[src/rtl/reduction_frame_accumulator.sv]
// Folds each frame of WIDTH-bit beats into AND/OR/XOR reductions plus a saturating beat count.
// Latency: result valid the cycle after the in_last beat is accepted; frame period = beats + 1.
// Backpressure: in_ready drops while a result is held; released by out_valid && out_ready.
// Optional REDUCTION_INV_OUTPUTS_EN adds registered out_nand/out_nor/out_xnor.
module reduction_frame_accumulator #(
    parameter int WIDTH   = 8,
    parameter int COUNT_W = 8
) (
    input  logic               clk,
    input  logic               rst,
    input  logic               in_valid,
    output logic               in_ready,
    input  logic [WIDTH-1:0]   in_data,
    input  logic               in_last,
    output logic               out_valid,
    input  logic               out_ready,
    output logic               out_and,
    output logic               out_or,
    output logic               out_xor,
    output logic [COUNT_W-1:0] out_count,
    output logic               out_ovf
`ifdef REDUCTION_INV_OUTPUTS_EN
    ,
    output logic               out_nand,
    output logic               out_nor,
    output logic               out_xnor
`endif
);

    typedef enum logic [1:0] {IDLE, ACCUM, HOLD} state_t;

    localparam logic [COUNT_W-1:0] CNT_MAX = '1;

    state_t             state;
    logic               and_acc, or_acc, xor_acc, ovf_acc;
    logic [COUNT_W-1:0] cnt_acc;

    logic               nxt_and, nxt_or, nxt_xor, nxt_ovf;
    logic [COUNT_W-1:0] nxt_cnt;
    logic               accept;

    assign accept = in_valid && in_ready;

    // First beat loads the accumulators; later beats fold into them.
    always_comb begin
        nxt_and = &in_data;
        nxt_or  = |in_data;
        nxt_xor = ^in_data;
        nxt_cnt = COUNT_W'(1);
        nxt_ovf = 1'b0;
        if (state == ACCUM) begin
            nxt_and = and_acc & (&in_data);
            nxt_or  = or_acc | (|in_data);
            nxt_xor = xor_acc ^ (^in_data);
            if (cnt_acc == CNT_MAX) begin
                nxt_cnt = cnt_acc;
                nxt_ovf = 1'b1;
            end else begin
                nxt_cnt = cnt_acc + COUNT_W'(1);
                nxt_ovf = ovf_acc;
            end
        end
    end

    always_ff @(posedge clk) begin
        if (rst) begin
            state     <= IDLE;
            in_ready  <= 1'b1;
            out_valid <= 1'b0;
            out_and   <= 1'b0;
            out_or    <= 1'b0;
            out_xor   <= 1'b0;
            out_count <= '0;
            out_ovf   <= 1'b0;
            and_acc   <= 1'b0;
            or_acc    <= 1'b0;
            xor_acc   <= 1'b0;
            cnt_acc   <= '0;
            ovf_acc   <= 1'b0;
`ifdef REDUCTION_INV_OUTPUTS_EN
            out_nand  <= 1'b0;
            out_nor   <= 1'b0;
            out_xnor  <= 1'b0;
`endif
        end else begin
            case (state)
                IDLE, ACCUM: begin
                    if (accept) begin
                        if (in_last) begin
                            out_and   <= nxt_and;
                            out_or    <= nxt_or;
                            out_xor   <= nxt_xor;
                            out_count <= nxt_cnt;
                            out_ovf   <= nxt_ovf;
`ifdef REDUCTION_INV_OUTPUTS_EN
                            out_nand  <= ~nxt_and;
                            out_nor   <= ~nxt_or;
                            out_xnor  <= ~nxt_xor;
`endif
                            out_valid <= 1'b1;
                            in_ready  <= 1'b0;
                            state     <= HOLD;
                        end else begin
                            and_acc <= nxt_and;
                            or_acc  <= nxt_or;
                            xor_acc <= nxt_xor;
                            cnt_acc <= nxt_cnt;
                            ovf_acc <= nxt_ovf;
                            state   <= ACCUM;
                        end
                    end
                end
                HOLD: begin
                    // Result outputs keep the last frame after the handshake.
                    if (out_ready) begin
                        out_valid <= 1'b0;
                        in_ready  <= 1'b1;
                        and_acc   <= 1'b0;
                        or_acc    <= 1'b0;
                        xor_acc   <= 1'b0;
                        cnt_acc   <= '0;
                        ovf_acc   <= 1'b0;
                        state     <= IDLE;
                    end
                end
                default: begin
                    out_valid <= 1'b0;
                    in_ready  <= 1'b1;
                    state     <= IDLE;
                end
            endcase
        end
    end

endmodule

[config.mk]
export PLATFORM = sky130hd
export DESIGN_NAME = reduction_frame_accumulator
export DESIGN_NICKNAME = d
export VERILOG_FILES = /design/src/rtl/reduction_frame_accumulator.sv
export SDC_FILE = /design/constraint.sdc
export NUM_CORES = 1
export LEC_CHECK = 0
export CAP_MARGIN = 20
export CORE_MARGIN = 2
export CORE_UTILIZATION = 49
export CTS_BUF_LIST = sky130_fd_sc_hd__clkbuf_8
export DETAILED_ROUTE_END_ITERATION = 8
export GPL_TIMING_DRIVEN = 0
export PLACE_DENSITY = 0.78
export REMOVE_ABC_BUFFERS = 1
export SYNTH_ARGS = -nofsm -noshare
export SYNTH_HDL_FRONTEND = slang
export SYNTH_SLANG_ARGS = --single-unit
[constraint.sdc]
create_clock -name clk -period 1.8 [get_ports clk]
set_clock_uncertainty 0.2 [all_clocks]
set_input_delay 0.36 -clock clk [delete_from_list [all_inputs] [get_ports clk]]
set_output_delay 0.36 -clock clk [all_outputs]
set_load 0.01 [all_outputs]
==> key figures, run 1 <==
Cells and area
  • # diodes: 0
  • Area grow syn2layout: 32.20%
  • Final Instance Count excl. Fillers: roughly 250
  • Share of cells above drive strength 1: around a fifth
  • Most common cell after layout, fill and taps aside: dfxtp_1
  • Final #Nets: 231
  • Commonest cells after routing, fill and taps aside: dfxtp_1 (24), nand2_1 (17), a21oi_1 (17)

Synth
  • Largest family of logic cells by synthesized area: simple AND/OR/NAND/NOR gates
  • Adder-cell share of the synthesized area: 7.282%
  • Yosys warns: 0
  • Seq cells post-synth: 28
  • Number of synthesized flops with an enable pin: 0
  • Sequential area share after synthesis: a little over a third
  • Main flop type after synthesis: dfxtp_1
  • Netlist Area Pre-Place: roughly 0.0015 mm^2
  • Xor and xnor area share after synthesis: about 2.3%
  • Multiplexer area fraction after synthesis: 2.589%
  • Cell count after synthesis: 182
  • Distinct cell type count after synthesis: 50
  • Asr flop ratio synth: 0%
  • Complex-gate fraction of the synthesized area: about a fifth
  • Synth Area in Simple Gates: between 20% and 30%
  • Synth Area per Inst: 8.497 um^2

STA
  • Hold WS: 0.2637 ns
  • # setup viols final: 1
  • Final cycle utilization of the critical path: 100.6%
  • Slew HR: between 60% and 70%
  • Final Hold Vio Count: 0
  • Fmax: between 500 and 600 MHz
  • Fin worst setup slack: -0.01169 ns
  • RSZ-0062 raised after global routing: true
  • Slew @ Worst Pin: 0.5727 ns
  • Pins over their slew limit: 0
  • Tmin final: roughly 1.8 ns

Power
  • Clock power share: a little under 30%
  • Comb power frac: 21.2%
  • Leak Pwr: a little over 0.7 nW
  • P_sw: between 0.3 and 0.4 mW
  • Sw frac: roughly 27%
  • Flop pwr share: 49.4%
  • Max IR drop VDD: ~0.00046 V
  • Power Dens Cells: 653.9 mW/mm^2
  • Cell-internal power: approximately 0.98 mW

GRT
  • Largest net degree at the start of global routing: 31
  • Vias in the first global route: ~1.5k
  • Global-route wire length before repair: roughly 6500 um
  • Total track usage: 23.69%
  • Antenna violations before repair: 0
  • GRT Residual Overflow: 0

Placed design
  • Dpl ws: -0.5766 ns
  • IO Port Bufs: 26
  • Final Wtd Congestion: 0.8565
  • DP Wirelength: between 2000 and 3000 um
  • Placed cells: around 240

Clock network
  • Reg clk slew, reported paths: ~0.10 ns
  • Max H-tree Level: 1
  • Clock Tree Root: clkbuf_8
  • CTS tree: done
  • Sink Count: 28
  • Hold_buf cts: 0
  • Insertion delay to the later sink of the worst-skew pair: 0.28 ns
  • Clk buf depth: 2
  • Total CTS buffers: 3

Worst setup path
  • Critical Path End Type: flop
  • Startpoint types: flop
  • Data required, critical path: 1.76 ns
  • Crit path max fanout: 8
  • Critical path arrival: around 1.8 ns
  • Worst Path Class, Setup: reg -> reg

Floorplan
  • DIE AREA: 0.003622 mm^2
  • Die width: between 60 and 70 um
  • Rows: 20
  • Die Height: 60.18 um
  • Core Region: 0.003028 mm^2
  • Ports: 27
  • Starting density of the core: between 50% and 60%

Run status
  • Status: finished with violations
  • Failing checks: negative setup slack

Route
  • Post-route ant nets: 0
  • Routed wire length: roughly 4000 um
  • Via count: 1516
  • Drt via density: about 6
  • Drt initial violations: roughly 120
  • Mean routed wirelength per cell: around 16 um
  • DR pass1 iterations: 4
  • Drc violations: 0

Hold path
  • Type of the most critical hold path: reg -> reg

Flow run
  • Max-cap violations: 0
## final timing paths
kind | from | to | slack [ns] | cells after the start
max | cnt_acc[0] | out_count[1] | -0.01 | 6
min | out_count[5] | out_count[5] | 0.26 | 2
max reg2reg | cnt_acc[0] | out_count[1] | -0.01 | 6
min reg2reg | out_count[5] | out_count[5] | 0.26 | 2
## cells by family (layout without fill, tap and decap cells)
group                      after synthesis  in the layout
muxes                                    4              4
xor gates and xnor gates                 4              4
DFF                                     28             28
AOI/OAI and AO/OA                       52             52
buffers and inverters                   22             48
adders and majority gates                9              9
and+or+nand+nor                         63             63
## final cells by class
cell class,instances,area [um^2]
Clock buffer,4,55.05
Fill cell,243,983.4
Inverter,11,41.29
Multi-Input combinational cell,132,1011
Sequential cell,28,570.5
Tap cell,44,55.05
Timing Repair Buffer,33,311.5
## critical path, cell delays in order, from the launching register on
cell and delay, ns:
dfxtp_4 0.39, ha_4 0.18, nand4_1 0.15, buf_6 0.18, nor2_4 0.19, mux2i_1 0.30, o21ai_0 0.11
## metrics by stage
| step | instance area [um^2] | power [mW] | TNS, ns | util (%) |
|---|---|---|---|---|
| after floorplan | 1481 | 0.7794 | 0 | - |
| after CTS | 1989 | 1.328 | -0.1165 | 65.70 |
| after global routing | 2044 | 1.401 | -0.1855 | 67.52 |
| after detailed placement | 1797 | 0.8714 | -9.969 | 59.34 |
| final | 2044 | 1.337 | -0.01169 | 67.52 |
| after global placement | 1797 | 0.8616 | -8.979 | 59.34 |
## state kept, by name, indices dropped and copies added, names as in the netlist
| register | count |
|---|---|
| cnt_acc | 8 |
| out_ovf | 1 |
| out_and | 1 |
| in_ready | 1 |
| out_count | 8 |
| xor_acc | 1 |
| out_valid | 1 |
| state | 2 |
| out_or | 1 |
| and_acc | 1 |
| ovf_acc | 1 |
| or_acc | 1 |
| out_xor | 1 |
## cells in the mapped netlist (all sizes together) (5+ instances only)
library cell	count	area [um^2]
buf	7	50.05
a21oi	17	85.08
o21ai	14	73.82
nand4	5	31.28
dfxtp	28	560.5
nand2	17	63.81
nor3	7	35.03
inv	11	41.29
nor2	12	47.55
ha	9	112.6
## per-layer routing
| metal | wire, um | global-route usage, % | share of wire (%) |
|---|---|---|---|
| met1 | 1574 | 27.61 | 40 |
| met4 | 192 | 13.97 | 4.8 |
| met3 | 195 | 4.113 | 4.9 |
| met2 | 2021 | 40.22 | 51 |
| met5 | 0 | 0 | 0 |
## power by group through the flow
| stage | logic, mW | clock network (mW) | registers, mW |
|---|---|---|---|
| finish | 0.283 | 0.393 | 0.661 |
| global route | 0.305 | 0.432 | 0.663 |
| CTS | 0.267 | 0.401 | 0.660 |
| detailed placement | 0.200 | 0 | 0.671 |
| global placement | 0.191 | 0 | 0.670 |
| floorplan | 0.108 | 0 | 0.672 |
## what timing repair did
item / 4_1_cts / 5_1_grt
buffers inserted: 4 / 3
cloned: 0 / 0
pin swaps: 5 / 1
endpoints found under the setup margin: 21 / 20
hold endpoints to repair: 0 / 0
resized for setup: 33 / 14
Power figures use the tool's default switching activity.
==> run 2: changes to the inputs <==
- CORE_ASPECT_RATIO: not set -> 1.75
- CTS_CLUSTER_SIZE: not set -> 14
==> key figures, run 2 (same netlist as run 1, synthesis figures left out) <==
GRT
  • GRT Residual Overflow: 0
  • Global-route wire length before repair: between 6000 and 7000 um
  • Met2 Use GR: between 40% and 50%
  • Layer with the highest usage: met2
  • Total track usage: between 20 and 25%
  • Vias in the first global route: approximately 1.4k
  • Antenna violations before repair: 0
  • GRT met3 Usage: roughly 2.5%
  • Largest net degree at the start of global routing: 31
  • Met1 Use GR: 24.36%

Worst setup path
  • CP max-delay cell: dfxtp_4
  • Worst Path Class, Setup: reg -> reg
  • Max incr delay on CP: around 0.38 ns
  • Startpoint types: flop
  • Data required, critical path: approximately 1.8 ns
  • Critical path arrival: 1.75 ns
  • R2r worst-path depth: 6
  • FF-to-FF End: cnt_acc[2]
  • R2R setup slack: between 0.05 and 0.06 ns
  • CP delay by family, top: flip-flops
  • Crit-path cells: ha_4 > nand4_1 > buf_4 > o211ai_1 > a21oi_1 > nor3_1
  • Critical Path Stages: 6
  • Crit path launch: cnt_acc[1]
  • Crit path max fanout: 5
  • Critical Path Sink: cnt_acc[2]
  • Bufs and invs on worst path: 1
  • Reg-to-Reg Start: cnt_acc[1]
  • Critical Path End Type: flop

Clock network
  • Reg clk slew, reported paths: approximately 0.10 ns
  • Insertion delay to the later sink of the worst-skew pair: about 0.28 ns
  • Max H-tree Level: 1
  • Clk buf depth: 2
  • Total CTS buffers: 3
  • Hold_buf cts: 0
  • Clock Tree Root: clkbuf_8
  • CTS tree: done
  • Sink Count: 28

Hold path
  • Type of the most critical hold path: reg -> reg

Route
  • Drc violations: 0
  • Drt initial violations: 33
  • Via count: about 1.5k
  • Routed wire length: 3935 um
  • Mean routed wirelength per cell: between 15 and 20 um
  • Post-route ant nets: 0
  • Drt via density: between 5 and 6
  • DR pass1 iterations: 5

Power
  • Max IR drop VDD: just over 0.0005 V
  • Power Dens Cells: between 600 and 700 mW/mm^2
  • Leak Pwr: approximately 0.75 nW

STA
  • TNS Setup: 0 ns
  • Slew HR: 60.83%
  • Hold WS: 0.2612 ns
  • Pins over their slew limit: 0
  • Slew @ Worst Pin: ~0.59 ns
  • Fmax: between 500 and 600 MHz
  • RSZ-0062 raised after global routing: true
  • Tmin final: 1.748 ns
  • Final Hold Vio Count: 0
  • Final cycle utilization of the critical path: between 90% and 100%
  • # setup viols final: 0

Cells and area
  • # diodes: 0
  • Final Instance Count excl. Fillers: between 200 and 300
  • Final #Nets: approximately 230
  • Fin util: roughly two thirds
  • Most common cell after layout, fill and taps aside: dfxtp_1
  • Share of cells above drive strength 1: 19.43%
  • Commonest cells after routing, fill and taps aside: dfxtp_1 (22), nand2_1 (17), a21oi_1 (17)
  • Fin area: roughly 0.002 mm^2
  • Area grow syn2layout: 32.20%
  • Top flop regs: cnt_acc: 8 flops, out_count: 8 flops, state: 2 flops

Placed design
  • Placed Area: between 0.0015 and 0.002 mm^2
  • IO Port Bufs: 26
  • Final Wtd Congestion: around 0.87
  • DP Wirelength: ~2600 um
  • Placed cells: between 200 and 250

Floorplan
  • Ports: 27
  • Core Region: slightly above 0.003 mm^2
  • Die Height: 78.32 um
  • Starting density of the core: between 50% and 60%
  • Die width: about 46 um
  • DIE AREA: 0.003639 mm^2
  • Rows: 27

Run status
  • Status: finished, final reports clean

Flow run
  • Max-cap violations: 0
run 2: cell count changes in the layout (fill, tap and decap cells not counted), sizes merged:
cell / delta
buf: +3
clkdlybuf4s15: -2
dlygate4sd2: +2
run 2: routing by layer:
metal	wire [um]	part of all wire, %
met3	139	3.5
met4	148	3.8
met1	1370	35
met5	0	0
met2	2275	58
run 2: worst register-to-register path, cell delays in order (launching register included):
cell	delay, ns
dfxtp_4	0.38
ha_4	0.16
nand4_1	0.22
buf_4	0.23
o211ai_1	0.22
a21oi_1	0.10
nor3_1	0.15
run 2: final cells by class:
| type | instances | area, um^2 |
|---|---|---|
| Timing Repair Buffer | 36 | 327.8 |
| Inverter | 11 | 41.29 |
| Clock buffer | 4 | 55.05 |
| Tap cell | 43 | 53.80 |
| Sequential cell | 28 | 575.6 |
| Fill cell | 247 | 1030 |
| Multi-Input combinational cell | 132 | 991.0 |
run 2: through the flow:
step                      total power [mW]  setup slack (ns)
after detailed placement            0.8732           -0.6221
after CTS                            1.284          -0.05592
after global placement              0.8638           -0.5884
after global routing                 1.386         -0.009366
final                                1.332           0.05206
after floorplan                     0.7794           0.05719
run 2: worst min-delay path by stage:
stage,startpoint,end,slack [ns],depth (start not counted)
2_1_floorplan,rst,cnt_acc[1],0.23,1
3_3_place_gp,out_count[6],out_count[6],0.24,2
3_5_place_dp,out_count[3],out_count[3],0.25,2
4_1_cts,out_ovf,out_ovf,0.26,2
5_1_grt,out_ovf,out_ovf,0.28,2
6_report,out_ovf,out_ovf,0.26,2
run 2: power breakdown:
group          internal (mW)  switching (mW)
registers              0.636          0.0217
clock network          0.197           0.204
logic                  0.138           0.135
total                  0.971           0.361
run 2: timing repair:
item,CTS,global route
pin swaps,9,6
resized for setup,21,20
setup endpoints to repair,21,20
buffers inserted,4,6
==> run 3: changes to the inputs <==
- CORE_ASPECT_RATIO: 1.75 -> not set
- CORE_UTILIZATION: 49 -> 56
- CTS_BUF_LIST: sky130_fd_sc_hd__clkbuf_8 -> not set
- PLACE_DENSITY: 0.78 -> 0.84
- clock period: 1.8 -> 2.15 ns (I/O delays scaled with it)
==> key figures, run 3 (same netlist as run 1, synthesis figures left out) <==
Clock network
  • Max H-tree Level: 1
  • Reg clk slew, reported paths: between 0.15 and 0.2 ns
  • Clk buf depth: 2
  • CTS tree: done
  • Insertion delay to the later sink of the worst-skew pair: around 0.33 ns
  • Clock Tree Root: clkbuf_4
  • Sink Count: 28
  • Total CTS buffers: 3

Cells and area
  • # diodes: 0
  • Final #Nets: 225
  • Share of cells above drive strength 1: just under 10%
  • Most common cell after layout, fill and taps aside: dfxtp_1
  • Top flop regs: cnt_acc: 8 flops, out_count: 8 flops, state: 2 flops
  • Fin area: approximately 0.0019 mm^2
  • Filler cell count: roughly 220
  • Commonest cells after routing, fill and taps aside: dfxtp_1 (28), clkdlybuf4s50_1 (25), nand2_1 (17), a21oi_1 (17), o21ai_0 (12)
  • Area grow syn2layout: 21.28%

Route
  • DR pass1 iterations: 4
  • Drt via density: between 6 and 7
  • Drc violations: 0
  • Post-route ant nets: 0
  • Routed wire length: 3600 um
  • Via count: between 1k and 1.5k
  • Mean routed wirelength per cell: 15.45 um
  • Drt initial violations: just under 50

Worst setup path
  • Critical path arrival: around 2.1 ns
  • R2R setup slack: ~0.18 ns
  • Startpoint types: input port
  • Worst Path Class, Setup: in -> reg
  • FF-to-FF End: out_count[0]
  • Max incr delay on CP: between 0.4 and 0.5 ns
  • Crit-path cells: clkdlybuf4s50_1 > inv_1 > ha_1 > xnor2_2 > xnor2_2 > or3_1 > o311ai_0
  • Reg-to-Reg Start: cnt_acc[0]
  • CP max-delay cell: clkdlybuf4s50_1
  • R2r worst-path depth: 5
  • Data required, critical path: between 2 and 2.5 ns
  • Crit path max fanout: 4
  • Critical Path End Type: flop
  • Most used cell, CP: xnor2_2

STA
  • Fin worst setup slack: 0.09073 ns
  • Pins over their slew limit: 0
  • Fmax: roughly 490 MHz
  • Final Hold Vio Count: 0
  • # setup viols final: 0
  • Slew HR: about 34%
  • Slew @ Worst Pin: a little under 1 ns
  • Tmin final: 2.059 ns
  • TNS Setup: 0 ns
  • Final cycle utilization of the critical path: a little over nine tenths
  • RSZ-0062 raised after global routing: false

Power
  • Max IR drop VDD: between 0.0004 and 0.0005 V
  • Flop pwr share: between 50 and 60%
  • Sw frac: between 20% and 30%
  • Cell-internal power: between 0.7 and 0.8 mW
  • Leak Pwr: roughly 0.66 nW
  • Comb power frac: between 10% and 20%
  • Clock power share: 25.8%
  • Pwr Total: ~1.0 mW
  • P_sw: 0.2688 mW
  • Power Dens Cells: between 500 and 600 mW/mm^2

GRT
  • Vias in the first global route: around 1.5k
  • GRT Residual Overflow: 0
  • Largest net degree at the start of global routing: 31
  • Total track usage: 24.07%
  • Global-route wire length before repair: slightly above 6000 um
  • Antenna violations before repair: 0

Hold path
  • Type of the most critical hold path: reg -> reg
  • Min-Delay Startpoint: out_count[1]
  • Worst hold path depth: 2
  • Worst Hold Path EP: out_count[1]

Floorplan
  • Die Height: about 57 um
  • Starting density of the core: 57.57%
  • DIE AREA: 0.003198 mm^2
  • Ports: 27
  • Rows: 19
  • Die width: between 50 and 60 um
  • Core Region: around 0.0027 mm^2

Placed design
  • IO Port Bufs: 26
  • Placed Area: 0.001780 mm^2
  • Dpl ws: -0.2905 ns
  • DP Wirelength: 2561 um
  • Final Wtd Congestion: 0.8750

Run status
  • Status: finished, final reports clean

Flow run
  • Max-cap violations: 0
[run 3: critical path: cells and delay by family]
kind,cells,cell delay [ns]
buf+inv,2,0.55
simple gates,1,0.35
fa+ha+maj,1,0.33
xor+xnor,2,0.32
compound gates,1,0.11
[run 3: layer usage]
metal  share of wire, %  global-route usage [%]
met5                  0                       0
met3                3.3                   2.304
met4                2.9                   13.61
met1                 42                   27.77
met2                 52                   42.86
[run 3: final cells by class]
type / instances / area [um^2] / share of cell area [%]
Multi-Input combinational cell: 132 / 928.4 / 49.50
Sequential cell: 28 / 560.5 / 29.89
Timing Repair Buffer: 27 / 270.3 / 14.41
Inverter: 11 / 41.29 / 2.201
Tap cell: 31 / 38.79 / 2.068
Clock buffer: 4 / 36.28 / 1.935
[run 3: repair_timing]
| action | 4_1_cts | 5_1_grt |
|---|---|---|
| gates resized for setup | 0 | 8 |
| buffers inserted | 0 | 1 |
| setup endpoints to repair | 0 | 10 |
| hold buffers | 0 | 0 |
[run 3: worst max-delay path by stage]
stage | end | slack (ns) | cells after the start | startpoint
2_1_floorplan | xor_acc | 0.38 | 6 | in_data[0]
3_3_place_gp | cnt_acc[5] | -0.24 | 5 | in_last
3_5_place_dp | xor_acc | -0.29 | 7 | in_data[0]
4_1_cts | xor_acc | 0.06 | 7 | in_data[0]
5_1_grt | xor_acc | 0.0007 | 7 | in_data[6]
6_report | xor_acc | 0.09 | 7 | in_data[6]
[run 3: through the flow]
step | hold slack [ns] | std cells | util, %
3_3_place_gp | 0.2372 | 228 | 66.28
3_5_place_dp | 0.2452 | 228 | 66.28
5_1_grt | 0.3062 | 233 | 69.82
6_report | 0.2693 | 233 | 69.82
2_1_floorplan | 0.2484 | 171 | -
4_1_cts | 0.2764 | 232 | 67.63
[run 3: power groups by stage]
stage	sequential (mW)	combinational, mW	clock [mW]
6_report	0.552	0.188	0.258
3_3_place_gp	0.560	0.160	0
5_1_grt	0.555	0.208	0.277
3_5_place_dp	0.562	0.168	0
2_1_floorplan	0.562	0.0900	0
4_1_cts	0.551	0.168	0.259
